<file path="src/rtl/sdpram_bist_pkg.sv">
// Shared definitions for the SDPRAM built-in self-test engine: FSM state
// encoding and the address-derived test pattern.
package sdpram_bist_pkg;

  typedef enum logic [2:0] {
    ST_IDLE  = 3'd0,
    ST_WRITE = 3'd1,
    ST_READ  = 3'd2,
    ST_DRAIN = 3'd3,
    ST_DONE  = 3'd4
  } bist_state_e;

  // Widest data bus the pattern helper covers; callers cast down to their width.
  localparam int PAT_WIDTH = 32;

  // P(a) = (2**W - 1 - a) mod 2**W is the bitwise complement of a at any
  // width W, so truncating ~a gives P(a) and truncating a gives ~P(a).
  function automatic logic [PAT_WIDTH-1:0] pattern_word(input logic [PAT_WIDTH-1:0] addr,
                                                        input logic               inv);
    pattern_word = inv ? addr : ~addr;
  endfunction

endpackage

</file>
<file path="src/rtl/sdpram_bist_ctrl_if.sv">
// Bundle of both SDPRAM ports as seen by the BIST initiator (master) and
// by the RAM itself (slave).
interface sdpram_bist_ctrl_if #(
  parameter int ADDR_WIDTH = 11,
  parameter int DATA_WIDTH = 9
);

  logic                  ram_wr_en;
  logic [ADDR_WIDTH-1:0] ram_wr_addr;
  logic [DATA_WIDTH-1:0] ram_wr_data;
  logic [ADDR_WIDTH-1:0] ram_rd_addr;
  logic                  ram_rd_clk_en;
  logic [DATA_WIDTH-1:0] ram_rd_data;

  modport master (
    output ram_wr_en,
    output ram_wr_addr,
    output ram_wr_data,
    output ram_rd_addr,
    output ram_rd_clk_en,
    input  ram_rd_data
  );

  modport slave (
    input  ram_wr_en,
    input  ram_wr_addr,
    input  ram_wr_data,
    input  ram_rd_addr,
    input  ram_rd_clk_en,
    output ram_rd_data
  );

endinterface

</file>
<file path="src/rtl/sdpram_bist_chk.sv">
// Read-back checker: tracks each issued read through a valid/address delay
// line matching the RAM latency, compares the returning word against the
// expected pattern, and keeps a saturating error count plus the first
// failing address.
module sdpram_bist_chk
  import sdpram_bist_pkg::*;
#(
  parameter int ADDR_WIDTH    = 11,
  parameter int DATA_WIDTH    = 9,
  parameter int RD_LATENCY    = 1,
  parameter int ERR_CNT_WIDTH = 3
) (
  input  logic                     clk,
  input  logic                     rst_n,
  input  logic                     clear_i,
  input  logic                     issue_i,
  input  logic [ADDR_WIDTH-1:0]    issue_addr_i,
  input  logic                     pass_idx_i,
  input  logic                     cmp_en_i,
  input  logic [DATA_WIDTH-1:0]    rd_data_i,
  output logic [ERR_CNT_WIDTH-1:0] err_cnt_o,
  output logic [ADDR_WIDTH-1:0]    first_err_addr_o
);

  logic [RD_LATENCY-1:0]    vld_q;
  logic [ADDR_WIDTH-1:0]    adr_q [RD_LATENCY];
  logic [ERR_CNT_WIDTH-1:0] err_cnt_q, err_cnt_d;
  logic [ADDR_WIDTH-1:0]    first_q, first_d;
  logic                     seen_q, seen_d;
  logic [DATA_WIDTH-1:0]    exp_word;
  logic                     mismatch;

  // Delay line: stage RD_LATENCY-1 lines up with the data the RAM returns.
  always_ff @(posedge clk or negedge rst_n) begin
    if (!rst_n) begin
      vld_q <= '0;
      for (int i = 0; i < RD_LATENCY; i++) adr_q[i] <= '0;
    end else if (clear_i) begin
      vld_q <= '0;
      for (int i = 0; i < RD_LATENCY; i++) adr_q[i] <= '0;
    end else begin
      vld_q[0] <= issue_i;
      adr_q[0] <= issue_addr_i;
      for (int i = 1; i < RD_LATENCY; i++) begin
        vld_q[i] <= vld_q[i-1];
        adr_q[i] <= adr_q[i-1];
      end
    end
  end

  assign exp_word = DATA_WIDTH'(pattern_word(32'(adr_q[RD_LATENCY-1]), pass_idx_i));
  assign mismatch = cmp_en_i && vld_q[RD_LATENCY-1] && (rd_data_i != exp_word);

  // Next-state of the error counter and first-error capture.
  always_comb begin
    err_cnt_d = err_cnt_q;
    first_d   = first_q;
    seen_d    = seen_q;
    if (clear_i) begin
      err_cnt_d = '0;
      first_d   = '0;
      seen_d    = 1'b0;
    end else if (mismatch) begin
      if (err_cnt_q != '1) err_cnt_d = err_cnt_q + ERR_CNT_WIDTH'(1);
      if (!seen_q) begin
        seen_d  = 1'b1;
        first_d = adr_q[RD_LATENCY-1];
      end
    end
  end

  // Result registers.
  always_ff @(posedge clk or negedge rst_n) begin
    if (!rst_n) begin
      err_cnt_q <= '0;
      first_q   <= '0;
      seen_q    <= 1'b0;
    end else begin
      err_cnt_q <= err_cnt_d;
      first_q   <= first_d;
      seen_q    <= seen_d;
    end
  end

  assign err_cnt_o        = err_cnt_q;
  assign first_err_addr_o = first_q;

endmodule

</file>
<file path="src/rtl/sdpram_bist_ctrl.sv">
// BIST engine for one simple dual-port RAM: writes an address-derived
// pattern, reads it back, and repeats with the inverted pattern. The FSM and
// address counter live here; comparison is delegated to sdpram_bist_chk.
module sdpram_bist_ctrl
  import sdpram_bist_pkg::*;
#(
  parameter int ADDR_WIDTH    = 11,
  parameter int DATA_WIDTH    = 9,
  parameter int RD_LATENCY    = 1,
  parameter int ERR_CNT_WIDTH = 3
) (
  input  logic                     clk,
  input  logic                     rst_n,
  input  logic                     start_i,
  output logic                     busy_o,
  output logic                     done_o,
  output logic                     pass_o,
  output logic [ERR_CNT_WIDTH-1:0] err_cnt_o,
  output logic [ADDR_WIDTH-1:0]    first_err_addr_o,
  sdpram_bist_ctrl_if.master       ram
);

  localparam logic [ADDR_WIDTH-1:0] ADDR_LAST  = '1;
  localparam logic [ADDR_WIDTH-1:0] DRAIN_LAST = ADDR_WIDTH'(RD_LATENCY - 1);

  bist_state_e           state_q, state_d;
  logic [ADDR_WIDTH-1:0] addr_q, addr_d;
  logic                  pass_q, pass_d;
  logic                  start_acc;
  logic                  wr_en, rd_issue, cmp_en, busy;
  logic [ADDR_WIDTH-1:0] wr_addr, rd_addr;
  logic [DATA_WIDTH-1:0] wr_data;

  // State, address counter and pass index registers.
  always_ff @(posedge clk or negedge rst_n) begin
    if (!rst_n) begin
      state_q <= ST_IDLE;
      addr_q  <= '0;
      pass_q  <= 1'b0;
    end else begin
      state_q <= state_d;
      addr_q  <= addr_d;
      pass_q  <= pass_d;
    end
  end

  // Next-state logic and port decode. The address counter is reused as the
  // drain cycle counter, always leaving each phase at zero.
  always_comb begin
    state_d   = state_q;
    addr_d    = addr_q;
    pass_d    = pass_q;
    start_acc = 1'b0;
    wr_en     = 1'b0;
    rd_issue  = 1'b0;
    cmp_en    = 1'b0;
    busy      = 1'b0;
    wr_addr   = '0;
    wr_data   = '0;
    rd_addr   = '0;
    case (state_q)
      ST_IDLE, ST_DONE: begin
        if (start_i) begin
          state_d   = ST_WRITE;
          addr_d    = '0;
          pass_d    = 1'b0;
          start_acc = 1'b1;
        end
      end
      ST_WRITE: begin
        busy    = 1'b1;
        wr_en   = 1'b1;
        wr_addr = addr_q;
        wr_data = DATA_WIDTH'(pattern_word(32'(addr_q), pass_q));
        addr_d  = addr_q + ADDR_WIDTH'(1);
        if (addr_q == ADDR_LAST) begin
          state_d = ST_READ;
          addr_d  = '0;
        end
      end
      ST_READ: begin
        busy     = 1'b1;
        rd_issue = 1'b1;
        cmp_en   = 1'b1;
        rd_addr  = addr_q;
        addr_d   = addr_q + ADDR_WIDTH'(1);
        if (addr_q == ADDR_LAST) begin
          state_d = ST_DRAIN;
          addr_d  = '0;
        end
      end
      ST_DRAIN: begin
        busy   = 1'b1;
        cmp_en = 1'b1;
        addr_d = addr_q + ADDR_WIDTH'(1);
        if (addr_q == DRAIN_LAST) begin
          addr_d = '0;
          if (!pass_q) begin
            pass_d  = 1'b1;
            state_d = ST_WRITE;
          end else begin
            state_d = ST_DONE;
          end
        end
      end
      default: begin
        state_d = ST_IDLE;
        addr_d  = '0;
        pass_d  = 1'b0;
      end
    endcase
  end

  sdpram_bist_chk #(
    .ADDR_WIDTH   (ADDR_WIDTH),
    .DATA_WIDTH   (DATA_WIDTH),
    .RD_LATENCY   (RD_LATENCY),
    .ERR_CNT_WIDTH(ERR_CNT_WIDTH)
  ) u_chk (
    .clk             (clk),
    .rst_n           (rst_n),
    .clear_i         (start_acc),
    .issue_i         (rd_issue),
    .issue_addr_i    (addr_q),
    .pass_idx_i      (pass_q),
    .cmp_en_i        (cmp_en),
    .rd_data_i       (ram.ram_rd_data),
    .err_cnt_o       (err_cnt_o),
    .first_err_addr_o(first_err_addr_o)
  );

  assign ram.ram_wr_en     = wr_en;
  assign ram.ram_wr_addr   = wr_addr;
  assign ram.ram_wr_data   = wr_data;
  assign ram.ram_rd_addr   = rd_addr;
  assign ram.ram_rd_clk_en = busy;

  assign busy_o = busy;
  assign done_o = (state_q == ST_DONE);
  assign pass_o = (state_q == ST_DONE) && (err_cnt_o == '0);

endmodule

</file>
<file path="src/flat_wrapper.sv">
// flat-port wrapper written by rule: the top's interface ports become plain ports
module sdpram_bist_ctrl_flat import sdpram_bist_pkg::*;
#(
  parameter int ADDR_WIDTH    = 11,
  parameter int DATA_WIDTH    = 9,
  parameter int RD_LATENCY    = 1,
  parameter int ERR_CNT_WIDTH = 3
)
  (clk, rst_n, start_i, busy_o, done_o, pass_o, err_cnt_o, first_err_addr_o, ram_ram_wr_en, ram_ram_wr_addr, ram_ram_wr_data, ram_ram_rd_addr, ram_ram_rd_clk_en, ram_ram_rd_data);
  sdpram_bist_ctrl_if #(.ADDR_WIDTH(ADDR_WIDTH), .DATA_WIDTH(DATA_WIDTH)) ram_i ();
  input  logic clk;
  input  logic rst_n;
  input  logic start_i;
  output logic busy_o;
  output logic done_o;
  output logic pass_o;
  output logic [ERR_CNT_WIDTH-1:0] err_cnt_o;
  output logic [ADDR_WIDTH-1:0] first_err_addr_o;
  output wire logic [$bits(ram_i.ram_wr_en)-1:0] ram_ram_wr_en;
  output wire logic [$bits(ram_i.ram_wr_addr)-1:0] ram_ram_wr_addr;
  output wire logic [$bits(ram_i.ram_wr_data)-1:0] ram_ram_wr_data;
  output wire logic [$bits(ram_i.ram_rd_addr)-1:0] ram_ram_rd_addr;
  output wire logic [$bits(ram_i.ram_rd_clk_en)-1:0] ram_ram_rd_clk_en;
  input wire logic [$bits(ram_i.ram_rd_data)-1:0] ram_ram_rd_data;
  assign ram_ram_wr_en = ram_i.ram_wr_en;
  assign ram_ram_wr_addr = ram_i.ram_wr_addr;
  assign ram_ram_wr_data = ram_i.ram_wr_data;
  assign ram_ram_rd_addr = ram_i.ram_rd_addr;
  assign ram_ram_rd_clk_en = ram_i.ram_rd_clk_en;
  assign ram_i.ram_rd_data = ram_ram_rd_data;
  sdpram_bist_ctrl #(.ADDR_WIDTH(ADDR_WIDTH), .DATA_WIDTH(DATA_WIDTH), .RD_LATENCY(RD_LATENCY), .ERR_CNT_WIDTH(ERR_CNT_WIDTH)) u_core (.clk(clk), .rst_n(rst_n), .start_i(start_i), .busy_o(busy_o), .done_o(done_o), .pass_o(pass_o), .err_cnt_o(err_cnt_o), .first_err_addr_o(first_err_addr_o), .ram(ram_i));
endmodule
</file>
<file path="config.mk">
export PLATFORM = sky130hd
export DESIGN_NAME = sdpram_bist_ctrl_flat
export DESIGN_NICKNAME = d
export VERILOG_FILES = /design/src/rtl/sdpram_bist_pkg.sv /design/src/rtl/sdpram_bist_ctrl_if.sv /design/src/rtl/sdpram_bist_chk.sv /design/src/rtl/sdpram_bist_ctrl.sv /design/src/flat_wrapper.sv
export SDC_FILE = /design/constraint.sdc
export NUM_CORES = 1
export LEC_CHECK = 0
export BUFFER_PORTS_ARGS = -buffer_cell sky130_fd_sc_hd__buf_2
export CELL_PAD_IN_SITES_DETAIL_PLACEMENT = 2
export CELL_PAD_IN_SITES_GLOBAL_PLACEMENT = 2
export CORE_ASPECT_RATIO = 1.4
export CORE_UTILIZATION = 34
export CTS_CLUSTER_DIAMETER = 30
export DETAILED_ROUTE_END_ITERATION = 16
export GPL_TIMING_DRIVEN = 1
export PLACE_DENSITY_LB_ADDON = 0.1
export SLEW_MARGIN = 20
export SYNTH_ARGS = -nofsm -noshare
export SYNTH_HDL_FRONTEND = slang
export SYNTH_SLANG_ARGS = --single-unit
</file>
<file path="constraint.sdc">
create_clock -name clk -period 4.9 [get_ports clk]
set_input_delay 0.49 -clock clk [delete_from_list [all_inputs] [get_ports clk]]
set_output_delay 0.49 -clock clk [all_outputs]
set_load 0.005 [all_outputs]
</file>
Word level (Yosys, flattened, before mapping)
Index checks and enable logic that the tools add are counted.
{"block": "totals", "output_inout_bits": 50, "ff_bits": 42}
{"block": "classes", "muxes": 34, "add_sub_neg": 2, "n_bitwise": 3, "n_eq_ne": 12, "n_reduce_logical": 16}
{"op": "$mux W11", "count": 9}
{"op": "$pmux W11 S3", "count": 1}
{"op": "$mux W9", "count": 3}
{"op": "$mux W3", "count": 8}
{"op": "$not A9 Y9", "count": 2}
{"op": "$pmux W3 S4", "count": 1}
{"op": "$add A11 B1 Y11 const B", "count": 1}
{"op": "$eq A11 B11 Y1 const B", "count": 1}
{"op": "$logic_not A11 Y1", "count": 1}
{"op": "$mux W1", "count": 11}
{"op": "$ne A9 B9 Y1", "count": 1}
{"op": "$ne A2 B1 Y1 const B", "count": 4}
{"op": "$eq A3 B2 Y1 const B", "count": 2}
{"op": "$logic_not A3 Y1", "count": 2}
{"op": "$reduce_or A2 Y1", "count": 3}
{"op": "$reduce_and A2 Y1", "count": 2}
{"op": "$reduce_and A4 Y1", "count": 1}
{"op": "$reduce_bool A2 Y1", "count": 2}
{"op": "$add A3 B1 Y3 const B", "count": 1}
{"op": "$eq A3 B1 Y1 const B", "count": 1}
{"op": "$eq A3 B3 Y1 const B", "count": 1}
{"op": "$logic_and A1 B1 Y1", "count": 3}
{"op": "$ne A3 B3 Y1 const B", "count": 1}
{"op": "$pmux W1 S3", "count": 1}
{"op": "4 further kinds", "count": 4}

Depth between registers and ports, before layout
Gate-level depths: netlist of the first run.
{"block": "depth", "ltp_word": 7, "depth_mapped": 7, "ltp_nobuf": 7}

Cells and area by module
A second synthesis of the first run with hierarchy kept.
{"block": "unflattened", "cells_unflattened": 255, "hier_area_um2": 2412.3}
{"module": "sdpram_bist_ctrl", "area_each_um2": 1244.9, "seq_area_each_um2": 375.4, "cells_each": 164, "n_inst": 1}
{"module": "sdpram_bist_chk", "area_each_um2": 1167.4, "seq_area_each_um2": 675.6, "cells_each": 91, "n_inst": 1}

Worst setup path before layout of the first run
Ideal clock, no wire load.
{"block": "synth_path", "path_kind": "reg2out", "start": "register u_core.state_q[0]", "end": "output port ram_ram_wr_data[0]", "stages_incl_launch_ff": 6, "arrival_time_ns": 1.390, "n_path_buf": 2, "path_slack_ns": 3.020, "cell_sequence": "dfrtp_1 > clkbuf_1 > inv_1 > or3_1 > clkbuf_1 > nor2_1"}
{"block": "synth_between", "elab_chain_len": 2}
{"element": "start, declared", "line_no": "sdpram_bist_ctrl.sv:26", "rtl": "bist_state_e state_q, state_d;"}
{"element": "start signal, assigned", "line_no": "sdpram_bist_ctrl.sv:41", "rtl": "state_q <= state_d;"}
{"element": "$eq A3 B1 Y1", "line_no": "sdpram_bist_ctrl.sv:61", "rtl": "case (state_q)"}
{"element": "$mux W9", "line_no": "sdpram_bist_ctrl.sv:61"}
{"element": "end, declared", "line_no": "flat_wrapper.sv:21", "rtl": "output wire logic [$bits(ram_i.ram_wr_data)-1:0] ram_ram_wr_data;"}
Every way passes these cells.

Worst setup path after layout of the first run
{"block": "layout_path", "start": "register u_core.state_q[0]", "end": "output port ram_ram_wr_addr[3]"}
{"block": "layout_between", "elab_chain_len": 2}
{"element": "$eq A3 B1 Y1", "line_no": "sdpram_bist_ctrl.sv:61"}
{"element": "$mux W11", "line_no": "sdpram_bist_ctrl.sv:61"}
{"element": "end, declared", "line_no": "flat_wrapper.sv:20", "rtl": "output wire logic [$bits(ram_i.ram_wr_addr)-1:0] ram_ram_wr_addr;"}
Every way passes these cells.

==> results.sh, run 1 <==
export IMPL_fin_area_sq_um=2811
export IMPL_path_buf_inv=3
export IMPL_die_w_microns=72.56
export IMPL_clkTransAtPathRegs_ps=80
export IMPL_crit_chain="inv_1 -> or3_1 -> inv_1 -> and2_1 -> buf_2"
export IMPL_grt_pass1_vias=2151
export IMPL_ant_nets=0
export IMPL_r2r_end="u_core.u_chk.first_err_addr_o[5]$_DFFE_PN0P_"
export IMPL_cp_depth=5
export IMPL_cts_hold_buffers=0
export IMPL_row_count=35
export IMPL_drtPass1Iterations=4
export IMPL_final_setup_tns_ps=0
export IMPL_stdcell_count=400
export IMPL_cts_resized=0
export IMPL_io_pins=62
export IMPL_status="complete, no violations"
export IMPL_grt_overflow_total=0
export IMPL_power_leakage_nw=1.493
export IMPL_reg2reg_depth=4
export IMPL_synthesis_nets=270
export IMPL_drcViolationCount=0
export IMPL_n_antenna_cell=0
export IMPL_ys_seq_elements=42
export IMPL_hpwl_microns=5019
export IMPL_drive_above_1_share_pct=23.70
export IMPL_dp_cells=392
export IMPL_max_cap_viol_count=0
export IMPL_clkSinkCount=42
export IMPL_postCtsSetupBuffers=0
export IMPL_grt_pass1_wl_microns=10940
export IMPL_clockRootBuffer="clkbuf_8"
export IMPL_critical_path_required_ps=4410
export IMPL_synthCells=253
export IMPL_powerDensity_nw_per_um2=477.8
export IMPL_yosysWarnings=0
export IMPL_antenna_found_initial=0
export IMPL_period_share_pct=53.46
export IMPL_wire_per_inst_microns=16.46
export IMPL_nets=324
export IMPL_viasPerCell=4.900
export IMPL_drtIter0Drc=53
export IMPL_clk_latency_ps=290
export IMPL_htree_levels=2
export IMPL_vdd_drop_max_mv=0.2005
export IMPL_critPathMaxFanout=12
export IMPL_gp_congestion=0.8161
export IMPL_setup_violations_final=0
export IMPL_place_area_sq_um=2701
export IMPL_relSlewSlack_pct=34.37
export IMPL_cts_tree="yes"
export IMPL_cts_path_max_buffers=2
export IMPL_grt_max_degree=43
export IMPL_worst_pin_slew_ps=984.5
export IMPL_slowest_stage="or3_1"
export IMPL_critPathTopFamily="simple AND/OR/NAND/NOR gates"
export IMPL_track_usage_pct=19.80
export IMPL_yosysSeqAreaShare_pct=44.35
export IMPL_max_stage_delay_ps=560
export IMPL_cp_common_cell="inv_1"
export IMPL_finalCriticalPeriod_ps=2620
export IMPL_crit_type="reg -> out"
export IMPL_min_path_type="in -> async"
export IMPL_core_sq_um=6656
export IMPL_syn_area_sq_um=2370
export IMPL_hold_viol=0
export IMPL_area_growth_syn_to_layout_pct=18.64
export IMPL_arrival_ps=2130
export IMPL_wl_microns=6585
export IMPL_dr_total_vias=1960
export IMPL_portBuffers=61
export IMPL_ys_types=39
export IMPL_start_util_pct=35.60
export IMPL_syn_avg_cell_area_sq_um=9.367
export IMPL_rsz0062_at_grt="false"
export IMPL_fmax_ghz=0.3817
export IMPL_r2r_start="u_core.pass_q$_DFFE_PN0P_"
export IMPL_fillers=804
export IMPL_maxSlewViolCount=0
export IMPL_numCtsBuffers=5
export IMPL_worst_setup_path_end_kind="output port"
export IMPL_fp_dieH_microns=100.8
export IMPL_fp_dieArea_sq_um=7313
export IMPL_rrSetupSlack_ps=2570
export IMPL_skew_ps=7.499
export IMPL_worstSetupStartpointType="register"
through the flow:
step	hold slack [ps]	utilization (%)	setup slack (ps)	total power, mW
6_report	347.9	42.24	2280	1.343
5_1_grt	419.3	42.24	2086	1.459
2_1_floorplan	194.4	-	3020	0.8767
3_5_place_dp	494.9	40.58	2453	1.089
4_1_cts	384.6	42.24	2247	1.371
3_3_place_gp	481.4	40.58	2564	1.076
logic make-up after synthesis:
| kind of cell | share of synthesized area (%) |
|---|---|
| AO/OA/AOI/OAI | 4.911 |
| XOR/XNOR | 9.609 |
| AND/OR/NAND/NOR | 25.40 |
| flip-flops | 44.35 |
| multiplexers | 6.336 |
| adder cells (fa/ha/maj) | 2.640 |
| buffers and inverters | 6.758 |
cells in the mapped netlist:
cell type	number	area, sq um
nor4_1	4	25.02
ha_1	5	62.56
nand3b_1	2	15.01
a21boi_0	1	7.510
buf_4	5	37.54
nand2_1	25	93.84
buf_2	2	10.01
a22o_1	2	17.52
nand4_1	5	31.28
a31o_1	1	8.760
a31oi_1	1	6.260
xor2_1	13	113.9
mux2i_1	15	150.1
a221o_2	1	11.26
buf_6	2	22.52
a211oi_1	1	7.510
a21oi_1	5	25.02
and2_2	1	7.510
or4_1	1	7.510
and4_1	1	8.760
dfrtp_1	42	1051
o22ai_1	1	6.260
and2_1	28	175.2
or2_2	1	6.260
nor4b_1	1	8.760
nor4b_2	1	15.01
nor2_1	31	116.4
xnor2_1	13	113.9
o21ai_0	1	5.000
o21a_1	1	7.510
buf_1	1	3.750
inv_1	19	71.32
or3_1	4	25.02
nor3_1	3	15.01
a311oi_1	1	8.760
nand3_1	6	30.03
clkbuf_1	4	15.01
nand4_4	1	21.27
o21ai_1	1	5.000
registers in the layout, summed over array words and instances, names as in the netlist:
name	cells
u_core.u_chk.vld_q	1
u_core.u_chk.adr_q	11
u_core.u_chk.err_cnt_o	3
u_core.pass_q	1
u_core.u_chk.seen_q	1
u_core.state_q	3
u_core.addr_q	11
u_core.u_chk.first_err_addr_o	11
worst max-delay path by stage:
stage                                             start                                           end  slack, ps
final                     u_core.state_q[0]$_DFFE_PN0P_                            ram_ram_wr_addr[3]       2280
after CTS                 u_core.state_q[0]$_DFFE_PN0P_                            ram_ram_wr_addr[3]       2250
after global placement    u_core.state_q[0]$_DFFE_PN0P_                     u_core.pass_q$_DFFE_PN0P_       2560
after floorplan           u_core.state_q[0]$_DFFE_PN0P_                            ram_ram_wr_data[0]       3020
after detailed placement             ram_ram_rd_data[7]  u_core.u_chk.first_err_addr_o[5]$_DFFE_PN0P_       2450
after global routing      u_core.state_q[0]$_DFFE_PN0P_                            ram_ram_wr_addr[3]       2090
final cells by class:
cell class                 instances  area (sq um)  area share [%]
multi-input combinational        178          1159           41.21
sequential                        42          1051           37.38
timing repair buffer              61         305.3           10.86
tap                               92         115.1           4.094
clock buffer                       6         72.57           2.581
inverter                          19         71.32           2.537
clock inverter                     2         37.54           1.335
worst register-to-register path: stages, from the launching register on:
cell and delay, ps:
dfrtp_1 740, nor2_1 120, a311oi_1 420, nand3b_1 610, mux2i_1 360
metal layers:
layer  track usage, %  share of wire [%]  up-vias
met3            2.500                2.8        9
met2            36.38                 54       46
li1                 -                  -      927
met4            6.637                1.8        0
met5                0                  0        -
met1            23.37                 41      978
cells in the final DEF, fill, tap and decap left out, types with 6 or more instances in the layout:
cell / instances
and2_1: 28
buf_2: 61
dfrtp_1: 42
inv_1: 19
mux2i_1: 15
nand2_1: 25
nand3_1: 6
nor2_1: 31
xnor2_1: 13
xor2_1: 13
where the power goes:
group	switching (mW)	internal, mW
Sequential	0.104	0.411
Combinational	0.328	0.226
Clock	0.122	0.152
Total	0.554	0.790
No activity file was read; power rests on OpenSTA's default activity.
==> inputs of run 2 (changes only) <==
Settings changed: CORE_UTILIZATION 34 to 28.
Clock period 4.9 ns to 2.1 ns, I/O delays scaled along.
==> run 2 against run 1 <==
Critical path depth is 1 higher. Register-to-register slack worse by 2400 ps. Power grew to 2.6 times the previous value. Clock-buffer cell count is 1 higher. Hold slack worse by 150 ps. Sequential share of layout area is 2.6 points lower. Non-clock buffer count is 21 higher. Clock skew is 3.2 ps lower. Via count is 3.5% higher.
==> results.sh, run 2 (same netlist as run 1, synthesis figures left out) <==
export IMPL_fillers=968
export IMPL_switching_share_pct=39.56
export IMPL_cts_tree="yes"
export IMPL_internal_power_mw=2.123
export IMPL_gp_congestion=0.7722
export IMPL_finalCriticalPeriod_ps=1972
export IMPL_fp_dieArea_sq_um=8840
export IMPL_whs_path_depth=2
export IMPL_status="complete, no violations"
export IMPL_clkSinkCount=42
export IMPL_clk_latency_ps=290
export IMPL_final_cell_mix="61 x buf_2, 40 x dfrtp_1, 31 x nor2_1"
export IMPL_fmax_ghz=0.5071
export IMPL_finalWorstSetupSlack_ps=128.2
export IMPL_cts_path_max_buffers=2
export IMPL_n_antenna_cell=0
export IMPL_crit_type="reg -> reg"
export IMPL_reg2reg_depth=6
export IMPL_track_usage_pct=17.54
export IMPL_critPathMaxFanout=7
export IMPL_antenna_found_initial=0
export IMPL_skew_ps=4.285
export IMPL_hpwl_microns=5505
export IMPL_grt_pass1_vias=2223
export IMPL_rsz0062_at_grt="false"
export IMPL_clkTransAtPathRegs_ps=60
export IMPL_drtIter0Drc=59
export IMPL_worstSetupStartpointType="register"
export IMPL_postCtsSetupBuffers=0
export IMPL_worst_setup_path_end_kind="register"
export IMPL_powerDensity_nw_per_um2=1158
export IMPL_final_setup_tns_ps=0
export IMPL_hold_viol=0
export IMPL_final_common_cell="buf_2"
export IMPL_area_growth_syn_to_layout_pct=27.98
export IMPL_grt_max_degree=29
export IMPL_power_switching_mw=1.390
export IMPL_critical_path_required_ps=2320
export IMPL_grt_overflow_total=0
export IMPL_dr_total_vias=2029
export IMPL_vdd_drop_max_mv=0.6361
export IMPL_dp_slack_ps=80.25
export IMPL_start_util_pct=28.91
export IMPL_maxSlewViolCount=0
export IMPL_relSlewSlack_pct=56.77
export IMPL_htree_levels=2
export IMPL_wl_microns=7147
export IMPL_max_cap_viol_count=0
export IMPL_ant_nets=0
export IMPL_viasPerCell=4.708
export IMPL_wire_per_inst_microns=16.58
export IMPL_arrival_ps=2190
export IMPL_drive_above_1_share_pct=29.79
export IMPL_comb_power_share_pct=44.6
export IMPL_period_share_pct=93.90
export IMPL_pwr_share_seq_pct=32.7
export IMPL_die_w_microns=79.75
export IMPL_worst_pin_slew_ps=648.5
export IMPL_power_frac_clock_pct=22.7
export IMPL_grt_pass1_wl_microns=11780
export IMPL_power_leakage_nw=1.620
export IMPL_core_sq_um=8198
export IMPL_nets=345
export IMPL_setup_violations_final=0
export IMPL_fp_dieH_microns=110.9
export IMPL_drcViolationCount=0
export IMPL_drtPass1Iterations=4
export IMPL_io_pins=62
export IMPL_portBuffers=61
export IMPL_numCtsBuffers=5
export IMPL_clockRootBuffer="clkbuf_16"
export IMPL_row_count=39
export IMPL_min_path_type="in -> reg"
run 2: path summary, 6_finish.rpt:
check | start | endpoint | slack, ps
max in group asynchronous | rst_n | u_core.addr_q[1]$_DFFE_PN0P_ | 1020
min in group asynchronous | rst_n | u_core.u_chk.first_err_addr_o[6]$_DFFE_PN0P_ | 480
setup / recovery | u_core.addr_q[0]$_DFFE_PN0P_ | u_core.state_q[1]$_DFFE_PN0P_ | 130
hold / removal | start_i | u_core.u_chk.adr_q[1]$_DFF_PN0_ | 200
setup reg to reg | u_core.addr_q[0]$_DFFE_PN0P_ | u_core.state_q[1]$_DFFE_PN0P_ | 130
hold reg to reg | u_core.u_chk.adr_q[9]$_DFF_PN0_ | u_core.u_chk.first_err_addr_o[9]$_DFFE_PN0P_ | 500
run 2: power groups by stage:
stage	clock network, mW	registers (mW)	logic (mW)
2_1_floorplan	0	1.08	0.961
3_3_place_gp	0	1.15	1.56
4_1_cts	0.828	1.14	1.60
3_5_place_dp	0	1.16	1.57
6_report	0.799	1.15	1.57
5_1_grt	0.844	1.18	1.79
run 2: cell type report:
| cell class | instances | area, sq um | share of cell area, % |
|---|---|---|---|
| multi-input combinational | 178 | 1167 | 38.49 |
| sequential | 42 | 1054 | 34.74 |
| timing repair buffer | 82 | 465.4 | 15.35 |
| clock buffer | 7 | 142.6 | 4.703 |
| tap | 102 | 127.6 | 4.208 |
| inverter | 19 | 71.32 | 2.351 |
| clock inverter | 1 | 5.005 | 0.1650 |
run 2: worst max-delay path, cell delays in order (launching register included):
cell and delay, ps:
dfrtp_1 410, ha_1 230, nand3_1 90, or3_1 380
a31o_2 310, or4_1 400, o21ai_1 80
run 2: timing repair:
item	in CTS	in global routing
gates cloned	0	0
endpoints found under the hold margin	26	0
endpoints found under the setup margin	9	24
hold buffers	1	0
gates resized for setup	1	5
run 2: per-layer routing:
| metal | part of all wire (%) | global-route usage [%] |
|---|---|---|
| met1 | 43 | 20.60 |
| met2 | 53 | 31.28 |
| met3 | 3.5 | 3.786 |
| met4 | 1.2 | 5.000 |
| met5 | 0 | 0 |
run 2: per-stage QoR:
| step | cells | util [%] | total power, mW | hold WS [ps] | instance area, sq um |
|---|---|---|---|---|---|
| 3_5_place_dp | 422 | 34.94 | 2.727 | 281.3 | 2864 |
| 5_1_grt | 431 | 37.00 | 3.811 | 205.5 | 3033 |
| 4_1_cts | 431 | 36.86 | 3.568 | 196.3 | 3022 |
| 3_3_place_gp | 422 | 34.94 | 2.701 | 270.6 | 2864 |
| 6_report | 431 | 37.00 | 3.513 | 197.1 | 3033 |
| 2_1_floorplan | 253 | - | 2.046 | -85.59 | 2370 |
